--- config.mk ---
export PLATFORM = sky130hd
export DESIGN_NAME = id_exe_reg
export DESIGN_NICKNAME = d
export VERILOG_FILES = /design/src/rtl/arm_pkg.sv /design/src/rtl/pipe_field_reg.sv /design/src/rtl/id_exe_reg.sv
export SDC_FILE = /design/constraint.sdc
export NUM_CORES = 1
export LEC_CHECK = 0
export BUFFER_PORTS_ARGS = -buffer_cell sky130_fd_sc_hd__buf_2
export CORE_ASPECT_RATIO = 1.75
export CORE_MARGIN = 4
export CORE_UTILIZATION = 35
export CTS_BUF_LIST = sky130_fd_sc_hd__clkbuf_4
export CTS_CLUSTER_SIZE = 30
export DETAILED_ROUTE_END_ITERATION = 7
export PLACE_DENSITY = 0.67
export SLEW_MARGIN = 5
export SYNTH_ARGS = -nofsm -noshare
export SYNTH_HDL_FRONTEND = slang
export SYNTH_SLANG_ARGS = --single-unit
export TNS_END_PERCENT = 100
--- constraint.sdc ---
create_clock -name clk -period 1.75 [get_ports clk]
set_clock_uncertainty 0.05 [all_clocks]
set_input_delay 0.35 -clock clk [delete_from_list [all_inputs] [get_ports clk]]
set_output_delay 0.35 -clock clk [all_outputs]
set_load 0.005 [all_outputs]
--- src/rtl/arm_pkg.sv ---
// arm_pkg: definitions shared across the ARM core pipeline.
//   - EXE_CMD encodings driven by the ID-stage control unit into the ALU
//   - instruction mode constants (data-processing, memory, branch)
//   - widths of the shifter-operand and branch-offset fields
package arm_pkg;

  typedef enum logic [3:0] {
    EXE_NOP = 4'b0000,
    EXE_MOV = 4'b0001,
    EXE_ADD = 4'b0010,
    EXE_ADC = 4'b0011,
    EXE_SUB = 4'b0100,
    EXE_SBC = 4'b0101,
    EXE_AND = 4'b0110,
    EXE_ORR = 4'b0111,
    EXE_EOR = 4'b1000,
    EXE_MVN = 4'b1001
  } exe_cmd_t;

  typedef enum logic [1:0] {
    MODE_DP  = 2'b00,
    MODE_MEM = 2'b01,
    MODE_BR  = 2'b10
  } mode_t;

  localparam int SHIFT_OP_W = 12;
  localparam int SIMM_W     = 24;
  localparam int EXE_CMD_W  = 4;

endpackage

--- src/rtl/pipe_field_reg.sv ---
// pipe_field_reg: W-bit pipeline register with rst > clear > hold > load.
//   clk   in  rising-edge clock
//   rst   in  synchronous active-high reset, loads RST_VAL
//   clear in  loads all zeros (pipeline bubble)
//   hold  in  keeps the current contents (stall)
//   d     in  W  next value when neither rst, clear nor hold is active
//   q     out W  registered value
module pipe_field_reg #(
  parameter int           W       = 1,
  parameter logic [W-1:0] RST_VAL = '0
) (
  input  logic         clk,
  input  logic         rst,
  input  logic         clear,
  input  logic         hold,
  input  logic [W-1:0] d,
  output logic [W-1:0] q
);

  always_ff @(posedge clk) begin
    if (rst) begin
      q <= RST_VAL;
    end else if (clear) begin
      q <= '0;
    end else if (!hold) begin
      q <= d;
    end
  end

endmodule

--- src/rtl/id_exe_reg.sv ---
// id_exe_reg: ID->EXE pipeline register of the ARM core.
// Captures the decoded control word, operands and register addresses and
// presents them to the EXE stage one cycle later. Priority per edge:
// rst > flush > freeze > load.
//   clk, rst        clock, synchronous active-high reset
//   freeze          hold every output (hazard stall)
//   flush           load a bubble (all-zero stage, valid_out=0)
//   *_in / *_out    control bits, PC+4, operands, immediate fields,
//                   destination/source addresses and carry, registered
//   valid_out       EXE slot holds a real instruction
// Build option: define ID_EXE_FORWARDING_EN to register src1/src2 for the
// forwarding unit; otherwise src1_out/src2_out are tied to 0 and the
// src1_in/src2_in ports are ignored.
module id_exe_reg
  import arm_pkg::*;
#(
  parameter int DATA_W = 32,
  parameter int REG_W  = 4
) (
  input  logic                  clk,
  input  logic                  rst,
  input  logic                  freeze,
  input  logic                  flush,
  input  logic [EXE_CMD_W-1:0]  EXE_CMD_in,
  input  logic                  memory_read_en_in,
  input  logic                  memory_write_en_in,
  input  logic                  WB_Enable_in,
  input  logic                  B_in,
  input  logic                  S_in,
  input  logic [DATA_W-1:0]     PC_in,
  input  logic [DATA_W-1:0]     Val_Rn_in,
  input  logic [DATA_W-1:0]     Val_Rm_in,
  input  logic                  imm_in,
  input  logic [SHIFT_OP_W-1:0] shift_operand_in,
  input  logic [SIMM_W-1:0]     signed_imm_24_in,
  input  logic [REG_W-1:0]      Dest_in,
  input  logic [REG_W-1:0]      src1_in,
  input  logic [REG_W-1:0]      src2_in,
  input  logic                  C_in,
  output logic [EXE_CMD_W-1:0]  EXE_CMD_out,
  output logic                  memory_read_en_out,
  output logic                  memory_write_en_out,
  output logic                  WB_Enable_out,
  output logic                  B_out,
  output logic                  S_out,
  output logic [DATA_W-1:0]     PC_out,
  output logic [DATA_W-1:0]     Val_Rn_out,
  output logic [DATA_W-1:0]     Val_Rm_out,
  output logic                  imm_out,
  output logic [SHIFT_OP_W-1:0] shift_operand_out,
  output logic [SIMM_W-1:0]     signed_imm_24_out,
  output logic [REG_W-1:0]      Dest_out,
  output logic [REG_W-1:0]      src1_out,
  output logic [REG_W-1:0]      src2_out,
  output logic                  C_out,
  output logic                  valid_out
);

  // Control group: everything that can change architectural state, plus
  // valid. A bubble zeroes this group so a squashed op has no side effects.
  localparam int CTRL_W = EXE_CMD_W + 6;

  logic [CTRL_W-1:0] ctrl_d;
  logic [CTRL_W-1:0] ctrl_q;

  // valid is loaded as constant 1: any real load is a real instruction.
  assign ctrl_d = {EXE_CMD_in, memory_read_en_in, memory_write_en_in,
                   WB_Enable_in, B_in, S_in, 1'b1};

  pipe_field_reg #(.W(CTRL_W)) u_ctrl_reg (
    .clk   (clk),
    .rst   (rst),
    .clear (flush),
    .hold  (freeze),
    .d     (ctrl_d),
    .q     (ctrl_q)
  );

  assign {EXE_CMD_out, memory_read_en_out, memory_write_en_out,
          WB_Enable_out, B_out, S_out, valid_out} = ctrl_q;

  // Data group: also cleared on flush so the bubble is fully deterministic.
`ifdef ID_EXE_FORWARDING_EN
  localparam int DATA_GRP_W = 3 * DATA_W + 1 + SHIFT_OP_W + SIMM_W + 3 * REG_W + 1;

  logic [DATA_GRP_W-1:0] data_d;
  logic [DATA_GRP_W-1:0] data_q;

  assign data_d = {PC_in, Val_Rn_in, Val_Rm_in, imm_in, shift_operand_in,
                   signed_imm_24_in, Dest_in, src1_in, src2_in, C_in};

  assign {PC_out, Val_Rn_out, Val_Rm_out, imm_out, shift_operand_out,
          signed_imm_24_out, Dest_out, src1_out, src2_out, C_out} = data_q;
`else
  localparam int DATA_GRP_W = 3 * DATA_W + 1 + SHIFT_OP_W + SIMM_W + REG_W + 1;

  logic [DATA_GRP_W-1:0] data_d;
  logic [DATA_GRP_W-1:0] data_q;

  assign data_d = {PC_in, Val_Rn_in, Val_Rm_in, imm_in, shift_operand_in,
                   signed_imm_24_in, Dest_in, C_in};

  assign {PC_out, Val_Rn_out, Val_Rm_out, imm_out, shift_operand_out,
          signed_imm_24_out, Dest_out, C_out} = data_q;

  // Source addresses only matter to the forwarding unit; without it they
  // are deliberately dropped and the outputs tied off.
  assign src1_out = '0;
  assign src2_out = '0;

  logic unused_src;
  assign unused_src = ^{src1_in, src2_in};
`endif

  pipe_field_reg #(.W(DATA_GRP_W)) u_data_reg (
    .clk   (clk),
    .rst   (rst),
    .clear (flush),
    .hold  (freeze),
    .d     (data_d),
    .q     (data_q)
  );

endmodule

# Word-level counts from Yosys, hierarchy flattened
# Index checks and enable logic that the tools add are counted.
[totals] register_bits=148 in_bits=159 out_inout_bits=156 elab_cells=3
[op_classes] reduce_logical=1
[op_table] cell="OR reduction 2 bit" count=1

# Depth between registers and ports, before layout
[depth] word_depth=1 ltp_mapped=5 mapped_depth_nobuf=2

# Cells and area by module
# From an unflattened synthesis, not the netlist that was laid out.
[hier_totals] hier_cells=489 hier_area_um2=5465.2
[by_module_without_submodules] module="pipe_field_reg (u_data_reg)" n_inst=1 cells_each=446 area_each_um2=5034.8
[by_module_without_submodules] module="pipe_field_reg (u_ctrl_reg)" n_inst=1 cells_each=33 area_each_um2=362.8
[by_module_without_submodules] module="id_exe_reg" n_inst=1 cells_each=10 area_each_um2=67.6

# Worst setup path after synthesis
# Ideal clock, no wire load.
[synth_timing] path_type="input -> register" from="input freeze" to="register u_data_reg.q[125]" setup_time_ns=0.114 arrival_time_ns=1.023 t_required_ns=1.586 slack_ns=0.563 path_stages=5 path_buffers=3 path_cell_list="buf_4 -> buf_6 -> buf_4 -> mux2i_1 -> nor2_1"
[synth_lines] item="from (decl)" line="id_exe_reg.sv:22" source="input logic freeze,"
[synth_lines] item="to (signal assigned)" line="pipe_field_reg.sv:22" source="q <= RST_VAL;"
[synth_lines] item="to (signal assigned)" line="pipe_field_reg.sv:24" source="q <= '0;"
[synth_lines] item="to (signal assigned)" line="pipe_field_reg.sv:26" source="q <= d;"
[synth_lines] item="to (decl)" line="pipe_field_reg.sv:17" source="output logic [W-1:0] q"

# Final worst setup path
[layout_timing] from="register u_data_reg.q[4]" to="output Dest_out[3]"
[layout_lines] item="to (decl)" line="id_exe_reg.sv:52" source="output logic [REG_W-1:0] Dest_out,"
# No word-level cell between the ends.

==> run_results.csv <==
group,metric,value,unit
yosys,ys_warn_count,0,
job,cap_violations,0,
die,num_io_pins,315,
die,fp.dieW,102,um
sta,period_needed,1.45,ns
worst_setup_path,cp_cell_sequence,"buf_2",
routing,drc,0,
routing,first_iter_violations,101,
min_path,holdPathStages,3,
worst_setup_path,cpLargestDelayFamily,"flip-flops",
yosys,synth_cell_types,11,
clocking,clock_latency,0.48,ns
global_route,use_met1,18.1,%
status,outcome,"finished, final reports clean",
power,p_leak,4.50,nW
global_route,use_met2,34.7,%
clocking,cts_tree,"done",
global_route,grt_start_max_net_pins,60,
clocking,cts_root_buf,"clkbuf_4",
die,core_area,0.0150,sq mm
min_path,hp-class,"in2reg",
clocking,cts.path.max_buffers,2,
cells_and_area,area.growth.synth_to_final,60.7,%
placed_design,place_congestion,0.807,
global_route,antenna_found_initial,1,
worst_setup_path,rr_worst_depth,2,
global_route,grt_pass1_vias,5236,
routing,wl_per_cell,14.5,um
die,initial_utilization,35.8,%
yosys,syn_avg_cell_area,11.0,sq um
global_route,grt_usage,18.2,%
power,power.total,6.50,mW
worst_setup_path,crit_type,"reg2out",
yosys,ys_seq_area_share,55.2,%
min_path,min_from,"Val_Rn_in[5]",
worst_setup_path,worst_path_max_delay_cell,"dfxtp_1",
cells_and_area,fillers,1267,
worst_setup_path,cp.depth,1,
worst_setup_path,critPathRequiredTime,1.35,ns
clocking,cts.clk_slew.worst_paths,0.13,ns
die,dieArea,0.0175,sq mm
global_route,grt_pass1_wl,25200,um
worst_setup_path,arrival,1.05,ns
clocking,cts-buffers-inserted,17,
worst_setup_path,timing.rr.end,"u_data_reg.q[21]$_SDFFE_PP0N_",
global_route,grt-ovfl-total,0,
routing,dr.pass1.iters,4,
sta,hold_viol_final,0,
min_path,min_to,"u_data_reg.q[79]$_SDFFE_PP0N_",
global_route,grt.busiest_layer,"met2",
sta,period_share,82.8,%
routing,routed_wl,16300,um
worst_setup_path,end_kind,"primary output",
cells_and_area,drive_above_1_share,36.3,%
placed_design,io_buffers,298,
power,vdd_ir_drop_max,639,uV
routing,antenna_left,0,
clocking,cts_setup_buffers,0,
die,row_count,59,
worst_setup_path,cp.buffers_inverters,1,
global_route,use_met3,5.19,%
worst_setup_path,timing.rr.start,"u_data_reg.q[21]$_SDFFE_PP0N_",
sta,finalSetupTns,0,ns
sta,rsz0062_at_grt,"no",
sta,fmax,690,MHz
power,p_per_area,753,mW/mm^2
placed_design,dp_slack,0.305,ns
clocking,h-tree-depth,4,
worst_setup_path,crit_fanout,2,
yosys,synth-seq-cells,148,
worst_setup_path,slowest_delay,0.41,ns
placed_design,dp_hpwl,10500,um
yosys,synth_area,0.00537,sq mm
worst_setup_path,rrSetupSlack,1.01,ns
yosys,netlist_instances,488,
clocking,cts_sinks,148,
sta,worst_slack,0.301,ns
die,die_h,172,um
routing,vias_per_cell,4.45,
worst_setup_path,worstSetupStartpointType,"register",
sta,drv_slew,0,
sta,setup_viol,0,
cells_and_area,nets,1084,
routing,vias,4985,
[worst register-to-register path, cell delays in order, from the launching register on]
cell	delay [ns]
dfxtp_1	0.34
mux2i_1	0.18
nor2_1	0.06
[how the worst max path moves through the flow]
stage,slack (ns),end,from
after floorplan,0.56,u_data_reg.q[125]$_SDFFE_PP0N_,freeze
after global placement,0.35,u_data_reg.q[79]$_SDFFE_PP0N_,freeze
after detailed placement,0.31,u_data_reg.q[79]$_SDFFE_PP0N_,freeze
after CTS,0.20,Dest_out[3],u_data_reg.q[4]$_SDFFE_PP0N_
after global routing,0.21,Dest_out[3],u_data_reg.q[4]$_SDFFE_PP0N_
final,0.30,Dest_out[3],u_data_reg.q[4]$_SDFFE_PP0N_
[per-stage QoR]
step	utilization (%)	cell area (sq um)	instances	hold WS, ns
6_report	57.6	8630	1121	0.0725
5_1_grt	57.6	8630	1121	0.0284
4_1_cts	57.6	8630	1120	0.00172
3_5_place_dp	46.2	6920	944	0.410
3_3_place_gp	46.2	6920	944	0.384
2_1_floorplan	-	5400	495	0.395
[cell type report]
type / instances / area, sq um / area share [%]
multi-input combinational: 304 / 2070 / 24.0
clock buffer: 19 / 143 / 1.65
sequential: 148 / 2960 / 34.3
tap: 183 / 229 / 2.65
inverter: 1 / 3.75 / 0.0435
timing repair buffer: 453 / 3110 / 36.1
antenna: 1 / 2.50 / 0.0290
clock inverter: 12 / 109 / 1.26
[report_power, final]
| group | internal, mW | switching, mW |
|---|---|---|
| Sequential | 3.48 | 0.0542 |
| Clock | 0.731 | 1.23 |
| Combinational | 0.603 | 0.401 |
| Total | 4.81 | 1.69 |
[metal layers]
layer | routed length [um] | share of wire (%) | vias to the layer above
met5 | 0 | 0 | -
li1 | - | - | 2459
met2 | 8810 | 54 | 206
met3 | 1250 | 7.7 | 31
met1 | 5820 | 36 | 2289
met4 | 416 | 2.6 | 0
[sequential cells by signal, indices dropped and copies added (netlist names)]
name          cells
u_data_reg.q    138
u_ctrl_reg.q     10
[synth_stat cells]
cell | n | area (sq um)
clkbuf_1 | 2 | 7.51
inv_1 | 1 | 3.75
nor2_1 | 147 | 552
buf_4 | 20 | 150
dfxtp_1 | 148 | 2960
buf_2 | 3 | 15.0
a21oi_1 | 1 | 5.00
mux2i_1 | 147 | 1470
buf_6 | 17 | 191
conb_1 | 1 | 3.75
or2_1 | 1 | 6.26
[logic make-up (layout without fill, tap and decap cells)]
logic type	Yosys count	after routing	share of synthesized area, %
AO/OA/AOI/OAI	1	1	0.0931
buffers and inverters	43	485	6.85
flip-flops	148	148	55.2
multiplexers	147	147	27.4
other	1	9	0.0698
AND/OR/NAND/NOR	148	148	10.4
[layout by cell type (no fill, tap or decap)]
master         netlist  layout
clkinvlp_4           0       5
buf_6               17       1
buf_4               20       3
mux2i_1            147     147
nor2_1             147     147
clkbuf_4             0      19
inv_6                0       2
clkinv_4             0       1
buf_2                3     297
dlygate4sd3_1        0     145
dfxtp_1            148     148
inv_1                1       1
bufinv_16            0       1
or2_4                0       1
a21oi_1              1       1
diode_2              0       1
conb_1               1       8
buf_12               0       7
clkinv_2             0       3
[what timing repair did]
| action | in CTS | in global routing |
|---|---|---|
| gates resized for setup | 0 | 0 |
| hold buffers | 145 | 0 |
| endpoints found under the hold margin | 145 | 0 |
Note: power is estimated with default switching activity, not from simulation.
